[config.mk]
export PLATFORM = sky130hd
export DESIGN_NAME = iram_isp_loader
export DESIGN_NICKNAME = d
export VERILOG_FILES = /design/src/rtl/iram_isp_loader.sv
export SDC_FILE = /design/constraint.sdc
export NUM_CORES = 1
export LEC_CHECK = 0
export ABC_CLOCK_PERIOD_IN_PS = 2200
export CAP_MARGIN = 20
export CORE_ASPECT_RATIO = 0.75
export CORE_UTILIZATION = 40
export CTS_CLUSTER_DIAMETER = 200
export DETAILED_ROUTE_END_ITERATION = 16
export PLACE_DENSITY = 0.71
export REMOVE_ABC_BUFFERS = 1
export SLEW_MARGIN = 20
export SYNTH_ARGS = -nofsm -noshare
export SYNTH_HDL_FRONTEND = slang
export SYNTH_SLANG_ARGS = --single-unit
export TNS_END_PERCENT = 30
[constraint.sdc]
create_clock -name clk -period 2.2 [get_ports clk]
set_input_delay 0.44 -clock clk [delete_from_list [all_inputs] [get_ports clk]]
set_output_delay 0.44 -clock clk [all_outputs]
set_load 0.005 [all_outputs]
[src/rtl/iram_isp_loader.sv]
// ---------------------------------------------------------------------------
// iram_isp_loader
// AXI4-Lite write master used during in-system programming. Packs a byte
// stream little-endian into 32-bit words and writes them to consecutive
// word addresses of the instruction RAM, starting at a session base address.
// A session ends on flush (a pending partial word is written with a partial
// strobe) or when MAX_WORDS words have been written.
//
// Optional build macro: ISP_CHECKSUM_EN
//   defined   -> chk_o is a wrapping 32-bit sum of every written word,
//                masked by its strobe, updated on each accepted B response.
//   undefined -> chk_o is tied to zero.
// ---------------------------------------------------------------------------
module iram_isp_loader #(
    parameter int MAX_WORDS = 8192,
    parameter int ADDR_W    = 32,
    localparam int CNT_W    = $clog2(MAX_WORDS + 1)
) (
    input  logic              clk,
    input  logic              rst_n,
    input  logic              start_i,
    input  logic [ADDR_W-1:0] base_addr_i,
    input  logic              flush_i,
    input  logic [7:0]        byte_i,
    input  logic              byte_vld_i,
    output logic              byte_rdy_o,
    output logic              busy_o,
    output logic              done_o,
    output logic              err_o,
    output logic [CNT_W-1:0]  word_cnt_o,
    output logic [ADDR_W-1:0] m_axi_awaddr,
    output logic [2:0]        m_axi_awprot,
    output logic              m_axi_awvalid,
    input  logic              m_axi_awready,
    output logic [31:0]       m_axi_wdata,
    output logic [3:0]        m_axi_wstrb,
    output logic              m_axi_wvalid,
    input  logic              m_axi_wready,
    input  logic [1:0]        m_axi_bresp,
    input  logic              m_axi_bvalid,
    output logic              m_axi_bready,
    output logic [31:0]       chk_o
);

    localparam logic [2:0] S_IDLE    = 3'd0;
    localparam logic [2:0] S_COLLECT = 3'd1;
    localparam logic [2:0] S_WRITE   = 3'd2;
    localparam logic [2:0] S_RESP    = 3'd3;
    localparam logic [2:0] S_DONE    = 3'd4;

    localparam logic [CNT_W-1:0] MAX_CNT = CNT_W'(MAX_WORDS);

    logic [2:0]        state;
    logic [ADDR_W-1:0] addr;
    logic [1:0]        lane;
    logic [31:0]       wdata;
    logic [3:0]        wstrb;
    logic              flush_flag;
    logic [CNT_W-1:0]  word_cnt;
    logic              err;
    logic              awvalid;
    logic              wvalid;

    logic              byte_fire;
    logic [3:0]        strb_next;
    logic              aw_ok;
    logic              w_ok;
    logic              b_fire;
    logic [CNT_W-1:0]  cnt_inc;

    // Word alignment drops the two low base-address bits.
    logic unused_base_lsbs;
    assign unused_base_lsbs = &{1'b0, base_addr_i[1:0]};

    assign byte_fire = (state == S_COLLECT) && byte_vld_i;
    // Strobes as they will be after this cycle's byte, so a flush arriving
    // together with a byte sees that byte as already collected.
    assign strb_next = wstrb | (byte_fire ? (4'b0001 << lane) : 4'b0000);
    // A channel is finished once its valid has dropped or is being accepted.
    assign aw_ok     = !awvalid || m_axi_awready;
    assign w_ok      = !wvalid  || m_axi_wready;
    assign b_fire    = (state == S_RESP) && m_axi_bvalid;
    assign cnt_inc   = word_cnt + CNT_W'(1);

    // Session FSM, byte packing and AXI write sequencing.
    // NOTE: sequential state uses non-blocking assignments only, so every
    // register here samples the pre-edge value of every other register.
    always_ff @(posedge clk or negedge rst_n) begin
        if (!rst_n) begin
            state      <= S_IDLE;
            addr       <= '0;
            lane       <= '0;
            wdata      <= '0;
            wstrb      <= '0;
            flush_flag <= 1'b0;
            word_cnt   <= '0;
            err        <= 1'b0;
            awvalid    <= 1'b0;
            wvalid     <= 1'b0;
        end else begin
            case (state)
                S_IDLE: begin
                    if (start_i) begin
                        addr       <= {base_addr_i[ADDR_W-1:2], 2'b00};
                        lane       <= '0;
                        wdata      <= '0;
                        wstrb      <= '0;
                        flush_flag <= 1'b0;
                        word_cnt   <= '0;
                        err        <= 1'b0;
                        state      <= S_COLLECT;
                    end
                end
                S_COLLECT: begin
                    if (byte_fire) begin
                        wdata[8*lane +: 8] <= byte_i;
                        wstrb              <= strb_next;
                        lane               <= lane + 2'd1;
                    end
                    if (flush_i) begin
                        flush_flag <= 1'b1;
                    end
                    if (byte_fire && (lane == 2'd3)) begin
                        awvalid <= 1'b1;
                        wvalid  <= 1'b1;
                        state   <= S_WRITE;
                    end else if (flush_flag || flush_i) begin
                        if (strb_next != 4'b0000) begin
                            awvalid <= 1'b1;
                            wvalid  <= 1'b1;
                            state   <= S_WRITE;
                        end else begin
                            state   <= S_DONE;
                        end
                    end
                end
                S_WRITE: begin
                    if (awvalid && m_axi_awready) begin
                        awvalid <= 1'b0;
                    end
                    if (wvalid && m_axi_wready) begin
                        wvalid <= 1'b0;
                    end
                    if (aw_ok && w_ok) begin
                        state <= S_RESP;
                    end
                end
                S_RESP: begin
                    if (b_fire) begin
                        err      <= err | (m_axi_bresp != 2'b00);
                        addr     <= addr + ADDR_W'(4);
                        word_cnt <= cnt_inc;
                        lane     <= '0;
                        wstrb    <= '0;
                        wdata    <= '0;
                        if (flush_flag || (cnt_inc == MAX_CNT)) begin
                            state <= S_DONE;
                        end else begin
                            state <= S_COLLECT;
                        end
                    end
                end
                S_DONE: begin
                    state <= S_IDLE;
                end
                default: begin
                    state <= S_IDLE;
                end
            endcase
        end
    end

`ifdef ISP_CHECKSUM_EN
    logic [31:0] chk;
    logic [31:0] strb_mask;

    assign strb_mask = {{8{wstrb[3]}}, {8{wstrb[2]}}, {8{wstrb[1]}}, {8{wstrb[0]}}};

    // Running checksum of written words, restarted with each session.
    always_ff @(posedge clk or negedge rst_n) begin
        if (!rst_n) begin
            chk <= '0;
        end else if ((state == S_IDLE) && start_i) begin
            chk <= '0;
        end else if (b_fire) begin
            chk <= chk + (wdata & strb_mask);
        end
    end

    assign chk_o = chk;
`else
    assign chk_o = 32'h0;
`endif

    assign byte_rdy_o    = (state == S_COLLECT);
    assign busy_o        = (state == S_COLLECT) || (state == S_WRITE) || (state == S_RESP);
    assign done_o        = (state == S_DONE);
    assign err_o         = err;
    assign word_cnt_o    = word_cnt;
    assign m_axi_awaddr  = addr;
    assign m_axi_awprot  = 3'b000;
    assign m_axi_awvalid = awvalid;
    assign m_axi_wdata   = wdata;
    assign m_axi_wstrb   = wstrb;
    assign m_axi_wvalid  = wvalid;
    assign m_axi_bready  = (state == S_RESP);

endmodule

==> Yosys cells after proc, flatten, opt, wreduce, memory -nomap -nowiden <==
Index checks and enable logic that the tools add are counted.
{ "totals": {"ff_bits": 91, "latchBits": 0, "mem_bits_rw": 0, "romBits": 0, "input_bits": 50, "output_inout_bits": 124, "word_cells": 101, "n_memories": 0} }
{ "op_classes": {"add_sub_neg": 4, "mul": 0, "div": 0, "n_lt_le_gt_ge": 0, "eq_ne": 15, "shifts": 3, "n_mux": 40, "bitwise_logic": 2, "n_reduce_logical": 27} }
{ "op_table": {"columns": ["operator", "n"], "rows": [
  ["32-bit two-way mux", 5],
  ["32-bit one-hot mux with 3 select lines", 1],
  ["32-bit one-hot mux with 2 select lines", 1],
  ["5-bit negator with 34-bit output", 1],
  ["8-bit by 34-bit variable shift with 32-bit output (first input constant)", 1],
  ["8-bit by 34-bit variable part select with 32-bit output", 1],
  ["32-bit by 3-bit adder with 32-bit output (second input constant)", 1],
  ["32-bit bitwise mux", 1],
  ["14-bit two-way mux", 2],
  ["14-bit one-hot mux with 2 select lines", 1],
  ["3-bit two-way mux", 7],
  ["4-bit two-way mux", 4],
  ["4-bit AND reduction", 4],
  ["14-bit by 1-bit adder with 14-bit output (second input constant)", 1],
  ["14-bit == test (second input constant)", 1],
  ["3-bit one-hot mux with 4 select lines", 1],
  ["4-bit one-hot mux with 3 select lines", 1],
  ["2-bit inequality test (second input constant)", 5],
  ["1-bit two-way mux", 8],
  ["1-bit one-hot mux with 2 select lines", 4],
  ["2-bit nonzero test", 4],
  ["3-bit by 2-bit == test with 1-bit output (second input constant)", 2],
  ["1-bit logical AND", 6],
  ["1-bit logical OR", 6],
  ["16 further kinds", 22]
]} }

==> Depth between registers and ports, before layout <==
Gate-level depths: netlist (run 1).
{ "depth": {"ltp_word": 9, "ltp_mapped": 10, "ltp_nobuf": 8} }

==> Worst setup path after synthesis (run 1) <==
Ideal clock, no wire load.
{ "synth_timing": {"path_kind": "register to register", "from": "register word_cnt[0], in the netlist word_cnt_o[0]", "to": "register state[2]", "setup_ns": 0.120, "arrival_ns": 1.702, "required_time_ns": 2.080, "setup_slack_ns": 0.378, "path_stages_with_launch": 9, "path_buffers": 1, "period_less_slack_ns": 1.822, "path_cell_list": "dfrtp_1 -> ha_1 -> and2_1 -> buf_2 -> nor3b_1 -> mux2_2 -> o31ai_1 -> a21oi_1 -> o211a_1"} }
{ "synth_via": {"elab_chain_len": 6} }
{ "synth_lines": {"columns": ["item", "line_no", "rtl"], "rows": [
  ["from (decl)", "59", "logic [CNT_W-1:0] word_cnt;"],
  ["from (signal assigned)", "152", "word_cnt <= cnt_inc;"],
  ["14-bit by 1-bit adder with 14-bit output", "83", "assign cnt_inc = word_cnt + CNT_W'(1);"],
  ["14-bit == test", "156", "if (flush_flag || (cnt_inc == MAX_CNT)) begin"],
  ["1-bit logical OR", "156", null],
  ["3-bit two-way mux", "156", null],
  ["3-bit two-way mux", "149", "if (b_fire) begin"],
  ["3-bit one-hot mux with 4 select lines", "101", "case (state)"],
  ["to (signal assigned)", "157", "state <= S_DONE;"],
  ["to (signal assigned)", "159", "state <= S_COLLECT;"],
  ["to (signal assigned)", "164", "state <= S_IDLE;"],
  ["to (decl)", "53", "logic [2:0] state;"]
]} }
Every way passes these cells. The select of a mux whose other input is x is not followed.
A chain may end at the register's enable or synchronous reset.

==> Worst setup path after layout (run 1) <==
{ "layout_timing": {"from": "register state[0]", "to": "output port done_o"} }
{ "layout_via": {"elab_chain_len": 1} }
{ "layout_lines": {"columns": ["item", "line_no", "rtl"], "rows": [
  ["from (signal assigned)", "90", "state <= S_IDLE;"],
  ["from (signal assigned)", "111", "state <= S_COLLECT;"],
  ["from (signal assigned)", "126", "state <= S_WRITE;"],
  ["3-bit == test", "197", "assign done_o = (state == S_DONE);"],
  ["to (decl)", "28", "output logic done_o,"]
]} }
Every way passes these cells.

==> results of run 1 <==
worst max-delay path: stages, from the launching register on:
cell,delay (ps)
dfrtp_1,380
buf_4,170
nor2_1,130
and2_1,150
clkdlybuf4s50_1,510
kinds of logic after synthesis:
| family | count (synthesis) | synth area share |
|---|---|---|
| AND/OR/NAND/NOR | 220 | 0.214 |
| AO/OA/AOI/OAI | 188 | 0.227 |
| buffers and inverters | 91 | 0.103 |
| flip-flops | 89 | 0.425 |
| adder cells (fa/ha/maj) | 10 | 0.0238 |
| XOR/XNOR | 3 | 0.00501 |
| other | 1 | 0.000715 |
| multiplexers | 1 | 0.00215 |
metal layers:
layer	vias up	track usage
met5	-	0
met3	17	0.0430
met1	2353	0.293
met2	191	0.348
met4	0	0.0631
li1	2363	-
per-stage QoR:
stage                     TNS, ps  instance area (um2)
after floorplan             -8820                 4930
after global placement       -599                 6690
after detailed placement    -1900                 6690
after CTS                       0                 7000
after global routing            0                 7020
final                           0                 7020
worst max path at each step:
stage	to	slack [ps]	cells after the start
after floorplan	m_axi_awaddr[8]$_DFFE_PN0P_	-440	6
after global placement	word_cnt_o[3]$_DFFE_PN0P_	-50	7
after detailed placement	m_axi_wdata[26]$_DFFE_PN0P_	-90	6
after CTS	m_axi_bready	6	4
after global routing	done_o	2	4
final	done_o	70	4
cell usage in the layout (no fill, tap or decap), types with 3 or more instances in the layout:
master           count
o21ai_1             25
o21ai_2              4
clkbuf_16            9
o311ai_1             4
dfrtp_1             87
a2bb2oi_1            6
buf_4               24
nor2_1              29
ha_1                10
nand2_1            105
o211ai_1             3
and2_1               5
inv_1               21
a32oi_1              5
nor4_1               6
o22ai_1              6
o31ai_1             10
clkdlybuf4s50_1    133
nand4_1             13
and3_1               9
and4_1               4
conb_1              37
nand3_1             16
a221o_1              4
nor3b_1              3
clkinv_4             3
o211a_1              3
nor3_1               4
a31oi_1              6
a21oi_1             39
o21ai_0             54
final cells by class:
| class | count | area, um2 |
|---|---|---|
| Multi-Input combinational cell | 459 | 2630 |
| Fill cell | 1132 | 5510 |
| Tap cell | 166 | 208 |
| Clock inverter | 7 | 80.1 |
| Inverter | 23 | 86.3 |
| Timing Repair Buffer | 160 | 1560 |
| Clock buffer | 9 | 225 |
| Sequential cell | 89 | 2230 |
power by group through the flow:
stage,logic [mW],clock network [mW],registers [mW]
6_report,3.46,1.58,2.66
5_1_grt,3.79,1.67,2.73
3_3_place_gp,3.34,0,2.63
2_1_floorplan,1.70,0,2.61
3_5_place_dp,3.44,0,2.67
4_1_cts,3.47,1.62,2.64
registers in the layout (all words and copies together) (netlist names):
signal / flops
m_axi_wdata: 32
m_axi_awaddr: 30
word_cnt_o: 14
m_axi_wstrb: 4
state: 3
lane: 2
err_o: 1
flush_flag: 1
m_axi_awvalid: 1
m_axi_wvalid: 1
what timing repair did:
action | in CTS | in global routing
hold endpoints to repair | 22 | 0
gates cloned | 0 | 0
endpoints found under the setup margin | 1 | 15
resized for setup | 1 | 5
hold buffers | 1 | 0
==> results.toml, run 1 <==
[worst_hold_path]
min_path_cells = 2
hold_path_end = "m_axi_wdata[29]$_DFFE_PN0P_"
min_from = "m_axi_wdata[29]$_DFFE_PN0P_"
worst_hold_path_type = "flip-flop to flip-flop"

[clocking]
clock_sinks = 89
worst_skew_pair.late_latency_ps = 350
post_cts_buffers = 0
cts_tree = "built"
cts_max_level = 3
ctsLongestPathBuffers = 2
clk_pin_slew_ps = 70
cts_buffers = 9
root_buffer = "clkbuf_16"

[critical_path]
worstPathMaxFanout = 10
rr_endpoint = "state[0]$_DFFE_PN0P_"
r2r_slack_ps = 120
arrival_ps = 1690
start_kind = "flip-flop"
crit_required_ps = 1760
crit_type = "flip-flop to primary output"
r2r_start = "word_cnt_o[2]$_DFFE_PN0P_"
crit_start = "state[0]$_DFFE_PN0P_"
cp-end-kind = "primary output"
ff2ff_path_depth = 6

[drt]
wl_met2_um = 6860
routed_wl_um = 14600
vias = 4924
wl_met3_um = 865
vias_per_cell = 5.39
firstDrtPassIters = 4
top_layer_used = "met4"
wl_met1_um = 6700
post-route-drc-count = 0
drt_iter0_drc = 305
final_antenna_net_count = 0
avgRoutedWirePerCell_um = 16.0

[die]
boundaryPins = 174
fp.dieArea_um2 = 13600
die_h_um = 101
die_w_um = 134
fp-row-count = 35
core_um2 = 12500
initial_core_util = 0.419

[sta]
rsz0062_at_grt = "no"
hold_viol = 0
finClkSkew_ps = 10.5
tightest_slew_ps = 615
timing.final.max_slew_violations = 0
max_clock_freq_mhz = 469
setup_violations = 0
fin_crit_sh = 0.969
timing.hold.ws_ps = 487
fin_ws_ps = 67.5
slew_headroom = 0.589
min_period_ps = 2130

[pwr]
power.switching_mw = 3.03
switching_share = 0.393
seq_power_share = 0.345
ir_drop_mv = 0.632
pwr-share-comb = 0.450
pwr-share-clk = 0.205
p_per_area_nw_per_um2 = 1100
p_total_mw = 7.70
p_int_mw = 4.67
p_leak_nw = 2.92

[synth]
synth_cells = 603
yosysTopAreaCellShare = 0.425
synth_flop_cell = "dfrtp_1"
yosysUniqueCellTypes = 74
synth.most_common_cell = "nand2_1"
synth_warnings = 0
synth_common_cells = "nand2_1, dfrtp_1, o21ai_0, a21oi_1, buf_4"
synth-async-reset-ratio = 1.00
syn_area_um2 = 5250
synth_seq_cells = 89
ys_seq_area_frac = 0.425
synth_area_leaders = "dfrtp_1, nand2_1, buf_4, o21ai_0, a21oi_1"
synth.largest_area_cell = "dfrtp_1"
syn_avg_cell_area_um2 = 8.70
synth_edf_count = 0

[grt]
grt_max_degree = 46
antenna_found_initial = 0
grt_pass1_vias = 4568
grt-ovfl-total = 0
grt_pass1_wl_um = 23200
track_usage = 0.215

[layout]
fin_nets = 802
insertedDiodeCount = 0
synthToLayoutAreaGrowth_pct = 33.8
drive_above_1_share = 0.100
final_core_util = 0.560
stdcell_count = 913

[place]
place_hpwl_um = 10900
dp.cells = 896
gp_congestion = 0.845
pre_cts_slack_ps = -91.8
io_buffers = 134

[run]
cap_violations = 0

[status]
outcome = "completed"
No activity file was read; power rests on OpenSTA's default activity.
==> run 2: changes to the inputs <==
--- a/config.mk
+++ b/config.mk
@@ -8,10 +8,9 @@
 export ABC_CLOCK_PERIOD_IN_PS = 2200
 export CAP_MARGIN = 20
 export CORE_ASPECT_RATIO = 0.75
-export CORE_UTILIZATION = 40
+export CORE_UTILIZATION = 35
 export CTS_CLUSTER_DIAMETER = 200
 export DETAILED_ROUTE_END_ITERATION = 16
-export PLACE_DENSITY = 0.71
 export REMOVE_ABC_BUFFERS = 1
 export SLEW_MARGIN = 20
 export SYNTH_ARGS = -nofsm -noshare
==> results.toml, run 2 (synthesis results as in run 1) <==
[drt]
post-route-drc-count = 0
firstDrtPassIters = 5
avgRoutedWirePerCell_um = 15.5
vias_per_cell = 5.14
final_antenna_net_count = 0
vias = 4886
drt_iter0_drc = 305
routed_wl_um = 14800

[grt]
grt-ovfl-total = 0
grt_pass1_wl_um = 24000
grt_max_degree = 40
grt_pass1_vias = 4656
track_usage = 0.196
antenna_found_initial = 0

[pwr]
p_total_mw = 7.79
p_leak_nw = 2.95
ir_drop_mv = 0.574
p_per_area_nw_per_um2 = 1090

[critical_path]
critPathCapture = "m_axi_bready"
ff2ff_path_depth = 5
start_kind = "flip-flop"
crit_type = "flip-flop to primary output"
r2r_slack_ps = 180
worstPathMaxFanout = 6
arrival_ps = 1680
r2r_start = "lane[0]$_DFFE_PN0P_"
crit_required_ps = 1760
rr_endpoint = "m_axi_wdata[24]$_DFFE_PN0P_"
cp-end-kind = "primary output"
crit_start = "state[0]$_DFFE_PN0P_"

[layout]
fin_nets = 807
stdcell_count = 951
synthToLayoutAreaGrowth_pct = 35.6
final_cell_mix = "clkdlybuf4s50_1, nand2_1, dfrtp_1, o21ai_0, a21oi_1"
largest_reg_flops = 32
insertedDiodeCount = 0
drive_above_1_share = 0.101
final_common_cell = "clkdlybuf4s50_1"

[status]
outcome = "completed"

[sta]
hold_viol = 0
tightest_slew_ps = 584
fin_crit_sh = 0.962
setup_total_negative_slack_ps = 0
min_period_ps = 2120
timing.final.max_slew_violations = 0
slew_headroom = 0.611
max_clock_freq_mhz = 473
fin_ws_ps = 84.2
rsz0062_at_grt = "no"
finClkSkew_ps = 7.93
setup_violations = 0

[die]
fp-row-count = 38
initial_core_util = 0.361
die_w_um = 143
die_h_um = 108
boundaryPins = 174
core_um2 = 14500
fp.dieArea_um2 = 15500

[clocking]
cts_max_level = 3
cts_buffers = 9
ctsLongestPathBuffers = 2
cts_tree = "built"
clock_sinks = 89
clk_pin_slew_ps = 60
root_buffer = "clkbuf_16"
worst_skew_pair.late_latency_ps = 330

[place]
place_hpwl_um = 11100
io_buffers = 134
gp_congestion = 0.848
dp.cells = 936
pre_cts_slack_ps = -105

[worst_hold_path]
worst_hold_path_type = "primary input to asynchronous set/reset pin"

[run]
cap_violations = 0
[run 2: cell count changes in the layout (fill, tap and decap cells not counted), sizes merged]
| cell | change |
|---|---|
| buf | +6 |
| clkinv | -2 |
| bufinv | +1 |
| clkbuf | +1 |
| dlygate4sd3 | -1 |
| inv | -1 |
[run 2: area by class of cell]
cell class	count	area (um2)
timing repair buffer	165	1620
tap	200	250
sequential	89	2230
multi-input combinational	459	2620
fill	1369	7430
clock buffer	10	229
clock inverter	5	81.3
inverter	23	88.8
[run 2: worst min-delay path by stage]
stage          depth (start not counted)                      endpoint  slack [ps]
3_5_place_dp                           1  m_axi_awaddr[30]$_DFFE_PN0P_         430
2_1_floorplan                          0             err_o$_DFFE_PN0P_         140
4_1_cts                                1  m_axi_awaddr[30]$_DFFE_PN0P_          70
6_report                               1  m_axi_awaddr[30]$_DFFE_PN0P_          60
5_1_grt                                1  m_axi_awaddr[30]$_DFFE_PN0P_          90
3_3_place_gp                           1  m_axi_awaddr[28]$_DFFE_PN0P_         430
[run 2: repair_timing]
| item | CTS | global route |
|---|---|---|
| buffers inserted | 0 | 0 |
| cloned | 0 | 0 |
| hold buffers | 0 | 0 |
| endpoints found under the setup margin | 1 | 1 |
| gates resized for setup | 3 | 1 |
[run 2: critical path, cell delays in order (launching register included)]
cell and delay, ps:
dfrtp_2 410, nor2b_4 190, nand2_1 110, inv_4 130
clkdlybuf4s50_1 510
[run 2: per-layer routing]
metal | vias to the layer above | global-route usage | wire, um
met5 | - | 0 | 0
met4 | 0 | 0.0304 | 83
met3 | 7 | 0.0345 | 741
met2 | 141 | 0.306 | 6780
met1 | 2356 | 0.287 | 7180
li1 | 2382 | - | -
[run 2: through the flow]
| step | utilization | hold slack [ps] | area, um2 |
|---|---|---|---|
| after floorplan | - | 144 | 4930 |
| after global placement | 0.467 | 433 | 6800 |
| after detailed placement | 0.467 | 432 | 6800 |
| after CTS | 0.489 | 72.0 | 7110 |
| after global routing | 0.489 | 88.5 | 7120 |
| final | 0.489 | 58.5 | 7120 |
[run 2: report_power, final]
group,switching [mW],internal [mW]
sequential,0.550,2.10
clock,0.624,0.989
combinational,1.78,1.75
==> run 3: changes to the inputs <==
--- a/config.mk
+++ b/config.mk
@@ -11,9 +11,9 @@
 export CORE_UTILIZATION = 35
 export CTS_CLUSTER_DIAMETER = 200
 export DETAILED_ROUTE_END_ITERATION = 16
+export PLACE_DENSITY = 0.67
 export REMOVE_ABC_BUFFERS = 1
-export SLEW_MARGIN = 20
 export SYNTH_ARGS = -nofsm -noshare
 export SYNTH_HDL_FRONTEND = slang
 export SYNTH_SLANG_ARGS = --single-unit
-export TNS_END_PERCENT = 30
+export TNS_END_PERCENT = 10
==> results.toml, run 3 (synthesis results as in run 1) <==
[sta]
setup_violations = 0
max_clock_freq_mhz = 479
timing.final.max_slew_violations = 0
tightest_slew_ps = 591
finClkSkew_ps = 6.17
slew_headroom = 0.606
min_period_ps = 2090
timing.hold.ws_ps = 12.1
fin_crit_sh = 0.950
hold_viol = 0
rsz0062_at_grt = "yes"

[place]
place_hpwl_um = 11100
gp_congestion = 0.898
io_buffers = 134
placed_area_um2 = 6780

[drt]
routed_wl_um = 14700
firstDrtPassIters = 5
final_antenna_net_count = 0
vias_per_cell = 5.14
post-route-drc-count = 0
avgRoutedWirePerCell_um = 15.4
drt_iter0_drc = 423
vias = 4891

[critical_path]
worstPathMaxFanout = 4
cp-end-kind = "primary output"
arrival_ps = 1650
crit_family = "buffers and inverters"
crit_buf_inv = 2
crit_chain = "buf_4 -> nor2_1 -> and2_1 -> clkdlybuf4s50_1"
start_kind = "flip-flop"
crit_type = "flip-flop to primary output"
crit_required_ps = 1760
critPathMaxStageDelay_ps = 530
critPathSlowestCell = "clkdlybuf4s50_1"

[run]
cap_violations = 0

[clocking]
root_buffer = "clkbuf_16"
cts_buffers = 9
cts_tree = "built"
clk_pin_slew_ps = 60
cts_max_level = 3
clock_sinks = 89
ctsLongestPathBuffers = 2
worst_skew_pair.late_latency_ps = 350

[layout]
insertedDiodeCount = 0
fin_nets = 807
drive_above_1_share = 0.106
fin_area_um2 = 7110
largest_reg_flops = 32
final_cell_mix = "clkdlybuf4s50_1, nand2_1, dfrtp_1, o21ai_0, a21oi_1"
final_common_cell = "clkdlybuf4s50_1"
synthToLayoutAreaGrowth_pct = 35.6
final_core_util = 0.489

[worst_hold_path]
worst_hold_path_type = "primary input to asynchronous set/reset pin"

[die]
core_um2 = 14500
die_h_um = 108
fp.dieArea_um2 = 15500
die_w_um = 143
boundaryPins = 174
initial_core_util = 0.361
fp-row-count = 38

[pwr]
ir_drop_mv = 0.522
p_leak_nw = 2.97
p_per_area_nw_per_um2 = 1090
p_total_mw = 7.77

[status]
outcome = "completed"

[grt]
grt_pass1_wl_um = 23400
grt_max_degree = 45
track_usage = 0.194
antenna_found_initial = 0
grt-ovfl-total = 0
grt_pass1_vias = 4640
==> run 3: cell types whose count changed in the layout (fill, tap and decap cells not counted), sizes merged <==
cell | previous run | this run
dlygate4sd2 | 0 | 1
clkinv | 2 | 5
clkinvlp | 1 | 0
clkbuf | 10 | 9
clkdlybuf4s50 | 133 | 132
==> run 3: per-stage QoR <==
step	TNS (ps)	instances	setup slack, ps
final	0	952	111
after global routing	-51.6	952	-35.2
after CTS	0	951	31.8
after detailed placement	-3180	935	-125
after global placement	-1440	935	-53.2
after floorplan	-8820	571	-445
==> run 3: per-layer routing <==
metal / up-vias / wire length (um) / global-route usage
met2: 143 / 6920 / 0.303
met4: 0 / 233 / 0.0562
met1: 2361 / 6710 / 0.262
met5: - / 0 / 0
li1: 2370 / - / -
met3: 17 / 806 / 0.0514
==> run 3: worst paths after layout <==
check | from | endpoint | slack (ps) | cells past startpoint
setup reg to reg | lane[0]$_DFFE_PN0P_ | m_axi_wdata[29]$_DFFE_PN0P_ | 140 | 5
setup / recovery | state[0]$_DFFE_PN0P_ | done_o | 110 | 4
min in group clk | m_axi_wdata[8]$_DFFE_PN0P_ | m_axi_wdata[8]$_DFFE_PN0P_ | 480 | 2
hold / removal | rst_n | m_axi_awaddr[28]$_DFFE_PN0P_ | 10 | 1
hold reg to reg | m_axi_wdata[8]$_DFFE_PN0P_ | m_axi_wdata[8]$_DFFE_PN0P_ | 480 | 2
max in group asynchronous | rst_n | m_axi_awaddr[5]$_DFFE_PN0P_ | 1580 | 2
==> run 3: worst register-to-register path: cells and delay by family, from the launching register on <==
kind            cells  cell delay [ps]
compound gates      1              310
fa+ha+maj           1              320
buf+inv             1              170
flops               1              530
simple gates        2              620
==> run 3: power by group <==
group          internal [mW]  switching (mW)  leakage [nW]  total [mW]
Combinational           1.73            1.77          1.65        3.50
Clock                  0.985           0.650         0.159        1.63
Sequential              2.09           0.542          1.16        2.64
Total                   4.81            2.96          2.97        7.77
==> run 3: repair_timing <==
item / in CTS / in global routing
gates resized for setup: 1 / 5
pin swaps: 0 / 0
hold buffers: 0 / 0
buffers inserted: 0 / 1
endpoints found under the setup margin: 1 / 10
==> run 3: layout make-up <==
cell class	instances	area (um2)
clock buffers	9	225
clock inverters	7	85.1
fillers	1400	7430
inverters	23	86.3
multi-input cells	459	2630
flip-flops and latches	89	2230
well taps	200	250
repair buffers	165	1610
